### src/rtl/red_pkg.sv
// Shared constants and elaboration helpers for the pipelined RED lane-sum datapath.
package red_pkg;

  typedef enum logic {
    RED_UNSIGNED = 1'b0,
    RED_SIGNED   = 1'b1
  } red_mode_e;

  function automatic int unsigned red_clog2(input int unsigned n);
    int unsigned r;
    r = 0;
    for (int unsigned p = 1; p < n; p = p << 1) r++;
    return r;
  endfunction

  function automatic int unsigned red_levels(input int unsigned data_w, input int unsigned lane_w);
    return red_clog2(2 * data_w / lane_w);
  endfunction

  function automatic int unsigned red_sum_w(input int unsigned data_w, input int unsigned lane_w);
    return lane_w + red_levels(data_w, lane_w);
  endfunction

  // Entry count remaining after `level` rounds of pairwise reduction.
  function automatic int unsigned red_entries(input int unsigned nl, input int unsigned level);
    int unsigned n;
    n = nl;
    for (int unsigned i = 0; i < level; i++) n = (n + 1) / 2;
    return n;
  endfunction

endpackage

### src/rtl/red_tree_stage.sv
// One adder-tree level: extends each entry by one bit, adds adjacent pairs and registers
// the sums together with valid, lane mode and tag.
module red_tree_stage
  import red_pkg::*;
#(
  parameter int unsigned N_IN  = 4,
  parameter int unsigned W_IN  = 8,
  parameter int unsigned TAG_W = 4
) (
  input  logic                                      clk,
  input  logic                                      rst,
  input  logic                                      flush,
  input  logic                                      en,
  input  logic                                      in_valid,
  input  logic                                      in_signed,
  input  logic [TAG_W-1:0]                          in_tag,
  input  logic [N_IN*W_IN-1:0]                      in_data,
  output logic                                      out_valid,
  output logic                                      out_signed,
  output logic [TAG_W-1:0]                          out_tag,
  output logic [((N_IN+1)/2)*(W_IN+1)-1:0]          out_data
);

  localparam int unsigned N_OUT = (N_IN + 1) / 2;
  localparam int unsigned W_OUT = W_IN + 1;
  localparam int unsigned PAD_W = 2 * N_OUT * W_IN;

  logic [PAD_W-1:0]       padded;
  logic [N_OUT*W_OUT-1:0] sum_next;

  function automatic logic [W_OUT-1:0] ext(input logic [W_IN-1:0] x, input logic s);
    return (s == RED_SIGNED) ? W_OUT'(signed'(x)) : W_OUT'(x);
  endfunction

  // An odd trailing entry meets a zero pad, so it passes through extended.
  always_comb begin
    padded   = PAD_W'(in_data);
    sum_next = '0;
    for (int unsigned i = 0; i < N_OUT; i++) begin
      sum_next[i*W_OUT +: W_OUT] = ext(padded[(2*i)*W_IN +: W_IN], in_signed)
                                 + ext(padded[(2*i+1)*W_IN +: W_IN], in_signed);
    end
  end

  always_ff @(posedge clk or posedge rst) begin
    if (rst) begin
      out_valid  <= 1'b0;
      out_signed <= 1'b0;
      out_tag    <= '0;
      out_data   <= '0;
    end else if (flush) begin
      out_valid <= 1'b0;
    end else if (en) begin
      out_valid <= in_valid;
      if (in_valid) begin
        out_signed <= in_signed;
        out_tag    <= in_tag;
        out_data   <= sum_next;
      end
    end
  end

endmodule

### src/rtl/red_tree_pipe.sv
// Pipelined RED datapath: sums all LANE_W-bit lanes of A and B through a registered adder
// tree with valid/ready flow control, flush and a tag passthrough.
module red_tree_pipe
  import red_pkg::*;
#(
  parameter int unsigned DATA_W = 16,
  parameter int unsigned LANE_W = 8,
  parameter int unsigned TAG_W  = 4
) (
  input  logic              clk,
  input  logic              rst,
  input  logic              flush,
  input  logic              in_valid,
  output logic              in_ready,
  input  logic [DATA_W-1:0] in_a,
  input  logic [DATA_W-1:0] in_b,
  input  logic              in_signed,
  input  logic [TAG_W-1:0]  in_tag,
  output logic              out_valid,
  input  logic              out_ready,
  output logic [DATA_W-1:0] out_data,
  output logic [TAG_W-1:0]  out_tag
);

  localparam int unsigned NL     = 2 * DATA_W / LANE_W;
  localparam int unsigned LEVELS = red_levels(DATA_W, LANE_W);
  localparam int unsigned SUM_W  = red_sum_w(DATA_W, LANE_W);

  if ((SUM_W > DATA_W) || ((DATA_W % LANE_W) != 0)) begin : g_param_check
    $error("red_tree_pipe: DATA_W must be a multiple of LANE_W and hold LANE_W+clog2(NL) bits");
  end

  logic [LEVELS-1:0] v;
  logic [LEVELS-1:0] en;
  logic [SUM_W-1:0]  sum_last;
  logic              sgn_last;

  for (genvar k = 0; k < LEVELS; k++) begin : g_lvl
    localparam int unsigned N_IN  = red_entries(NL, k);
    localparam int unsigned W_IN  = LANE_W + k;
    localparam int unsigned N_OUT = red_entries(NL, k + 1);

    logic [N_IN*W_IN-1:0]       din;
    logic                       sin;
    logic [TAG_W-1:0]           tin;
    logic                       vin;
    logic [N_OUT*(W_IN+1)-1:0]  data;
    logic                       sgn;
    logic [TAG_W-1:0]           tag;

    if (k == 0) begin : g_src
      assign din = {in_b, in_a};
      assign vin = in_valid;
      assign sin = in_signed;
      assign tin = in_tag;
    end else begin : g_src
      assign din = g_lvl[k-1].data;
      assign vin = v[k-1];
      assign sin = g_lvl[k-1].sgn;
      assign tin = g_lvl[k-1].tag;
    end

    // Unrolled form of en[k] = !v[k] | en[k+1]: advance if any stage from here down is
    // empty or the consumer takes the result.
    assign en[k] = out_ready | ~(&v[LEVELS-1:k]);

    red_tree_stage #(
      .N_IN (N_IN),
      .W_IN (W_IN),
      .TAG_W(TAG_W)
    ) u_stage (
      .clk       (clk),
      .rst       (rst),
      .flush     (flush),
      .en        (en[k]),
      .in_valid  (vin),
      .in_signed (sin),
      .in_tag    (tin),
      .in_data   (din),
      .out_valid (v[k]),
      .out_signed(sgn),
      .out_tag   (tag),
      .out_data  (data)
    );

    if (k == LEVELS - 1) begin : g_out
      assign sum_last = data;
      assign sgn_last = sgn;
      assign out_tag  = tag;
    end
  end

  assign in_ready  = en[0];
  assign out_valid = v[LEVELS-1];

  always_comb begin
    out_data = (sgn_last == RED_SIGNED) ? DATA_W'(signed'(sum_last)) : DATA_W'(sum_last);
  end

endmodule

### config.mk
export PLATFORM = sky130hd
export DESIGN_NAME = red_tree_pipe
export DESIGN_NICKNAME = d
export VERILOG_FILES = /design/src/rtl/red_pkg.sv /design/src/rtl/red_tree_stage.sv /design/src/rtl/red_tree_pipe.sv
export SDC_FILE = /design/constraint.sdc
export NUM_CORES = 1
export LEC_CHECK = 0
export BUFFER_PORTS_ARGS = -buffer_cell sky130_fd_sc_hd__buf_2
export CORE_ASPECT_RATIO = 0.8
export CORE_MARGIN = 4
export CORE_UTILIZATION = 43
export DETAILED_ROUTE_END_ITERATION = 6
export PLACE_DENSITY_LB_ADDON = 0.08
export SLEW_MARGIN = 20
export SYNTH_ARGS = -nofsm -noshare
export SYNTH_HDL_FRONTEND = slang
export SYNTH_SLANG_ARGS = --single-unit
### constraint.sdc
create_clock -name clk -period 2.4 [get_ports clk]
set_input_delay 0.36 -clock clk [delete_from_list [all_inputs] [get_ports clk]]
set_output_delay 0.36 -clock clk [all_outputs]
set_load 0.02 [all_outputs]
==> impl_metrics.toml <==
[outcome]
status = "finished clean"

[die]
core_um2 = 5620
io_pins = 64
rows = 24
die_w_um = 94.2
die_area_um2 = 7260
dieHeight_um = 77.0
initial_core_util_pct = 45.6

[final_layout]
final_cells = 396
syn_to_final_growth_pct = 19.0
mostFrequentLayoutCells = "63 x buf_2, 40 x dfrtp_1, 31 x o21ai_0"
ff_latch_area_um2 = 1000
multi_input_comb_area_um2 = 1470
final_common_cell = "buf_2"
final_area_um2 = 3040
fillers = 534
layout-drive-gt1-share_pct = 28.9
final_nets = 387
final_core_util_pct = 54.2
diodes = 0

[critical_path]
cp.required_ps = 2580
worst-setup-path-type = "reg2reg"
end_kind = "register"
r2r_setup_slack_ps = 350
critPathArrivalTime_ps = 2230
crit_chain = "ha_1, inv_1, fa_1, nor2b_1, o31a_1, o41ai_1, nor3b_1, o31ai_1"
worstReg2RegStart = "g_lvl[0].u_stage.out_data[0]"
reg2reg_depth = 8
max_stage_delay_ps = 400
r2r_end = "g_lvl[1].u_stage.out_data[8]"
cp-start-kind = "register"
cpMaxStageDelayCell = "dfrtp_1"
worstPathMaxFanout = 3

[global_routing]
grt_max_degree = 41
grt_pass1_vias = 1997
met1_usage_pct = 22.4
overflow = 0
grt_pass1_wl_mm = 8.88
use_met3_pct = 3.52
grt_use_total_pct = 15.4
grt_antenna_before_repair = 0
grt_use_met2_pct = 22.3
busiest_layer = "met1"

[place]
dp_hpwl_mm = 4.22
dpl_cell_area_um2 = 2940
io_buffers = 63
placed_cells = 388
place_congestion = 0.822
dp_slack_ps = 214

[power_and_ir_drop]
power_density_nw_per_um2 = 833
leakagePower_nw = 1.49
power_mw = 2.54
ir_worst_vdd_mv = 0.310

[route]
vias = 1968
drt.antenna.violating_nets = 0
drtIter0Drc = 32
routed_wl_mm = 5.16
drtPass1Iterations = 4
avgViaCountPerCell = 4.97
drc_errors = 0
wl_per_cell_um = 13.0

[sta]
holdWs_ps = 187
fin_worst_skew_ps = 9.18
post-route-worst-setup-slack_ps = 350
clock.fmax_ghz = 0.488
tightest_slew_ps = 688
maxSlewHeadroom_pct = 54.0
rsz0062_at_grt = "no"
fin_crit_sh_pct = 85.4
fin_tns_setup_ps = 0
setup_viol = 0
hold_viol = 0
final_max_slew_viol_count = 0
finalCriticalPeriod_ps = 2050

[synthesis]
yosysTopAreaCell = "dfrtp_1"
ys_types = 38
avgSynthCellArea_um2 = 10.1
synth_warnings = 0
post_synth_instance_area_um2 = 2560
syn_inst = 254
synth-seq-cells = 40
synth_nets = 324
yosysSeqAreaShare_pct = 39.1
yosysTopAreaCellShare_pct = 39.1
yosys-top-cells-area = "dfrtp_1 39%, ha_1 12%, mux2_2 6.6%, o21ai_0 6.1%, xor2_1 5.5%"

[clock_network]
cts_resized = 0
postCtsSetupBuffers = 0
clk_latency_ps = 290
cts.path.max_buffers = 2
cts_made_buffers = 5
cts_hold_buf = 0
cts-root-buf = "clkbuf_8"
path_clk_slew_ps = 80
cts_tree = "done"
htree_levels = 2
clock_sinks = 40

[min_path]
hold_class = "in2async"

[flow_run]
cap_violations = 0
==> registers in the layout (all words and copies together), names as in the netlist <==
name and flops:
g_lvl.u_stage.out_valid 2, g_lvl.u_stage.out_tag 8, g_lvl.u_stage.out_data 28, g_lvl.u_stage.out_signed 2
==> routing by layer <==
layer | share of wire, % | vias up
met3 | 6.2 | 10
met5 | 0 | -
met1 | 53 | 861
met4 | 1.8 | 0
met2 | 39 | 61
li1 | - | 1036
==> logic make-up after synthesis <==
kind of cell / after synthesis / synth area share (%)
AO/OA/AOI/OAI: 82 / 19.9
XOR/XNOR: 20 / 6.85
adder cells (fa/ha/maj): 28 / 14.6
buffers and inverters: 17 / 3.57
flip-flops: 40 / 39.1
multiplexers: 15 / 6.60
AND/OR/NAND/NOR: 52 / 9.44
==> critical path: cells and delay by family (launching register included) <==
kind,cells,cell delay [ps]
AO/OA/AOI/OAI,3,690
adder cells (fa/ha/maj),2,440
flip-flops,1,400
AND/OR/NAND/NOR,2,320
buffers and inverters,1,80
==> cell usage after synthesis <==
cell type,instances
fa_1,3
dfrtp_1,40
nor3_1,7
o21ai_0,31
o21a_1,5
buf_2,1
a22oi_1,1
buf_6,1
and2_1,1
nor2b_4,1
nor2_1,9
nor2b_1,1
xor2_1,16
or3b_1,1
ha_1,25
o22ai_1,1
a21o_1,6
clkbuf_1,5
o31a_1,1
nand2b_1,1
nor3b_1,1
buf_4,5
nand3b_1,1
nand3_1,1
o21bai_1,6
o41ai_1,1
o31ai_1,5
inv_1,5
a211oi_1,7
or4b_1,1
a21boi_0,2
a21oi_1,13
nand2_1,27
a21oi_2,1
a211o_1,1
a31oi_1,1
xnor2_1,4
mux2_2,15
==> report_power, final <==
group	leakage [nW]	switching (mW)	internal, mW
Combinational	0.942	0.588	0.438
Clock	0.0552	0.235	0.309
Sequential	0.490	0.107	0.860
==> final cells by class <==
type | instances | area share (%)
Tap cell | 78 | 3.21
Multi-Input combinational cell | 197 | 48.2
Clock buffer | 6 | 2.38
Timing Repair Buffer | 68 | 11.6
Sequential cell | 40 | 32.9
Clock inverter | 2 | 1.15
Inverter | 5 | 0.617
==> worst max path at each step <==
stage / startpoint / end / depth (start not counted)
3_5_place_dp: in_b[0] / g_lvl[0].u_stage.out_data[17] / 8
2_1_floorplan: in_b[0] / g_lvl[0].u_stage.out_data[17] / 7
4_1_cts: g_lvl[0].u_stage.out_data[0] / g_lvl[1].u_stage.out_data[8] / 8
3_3_place_gp: in_b[0] / g_lvl[0].u_stage.out_data[17] / 8
5_1_grt: g_lvl[0].u_stage.out_data[0] / g_lvl[1].u_stage.out_data[8] / 8
6_report: g_lvl[0].u_stage.out_data[0] / g_lvl[1].u_stage.out_data[8] / 8
Note: power is estimated with default switching activity, not from simulation.
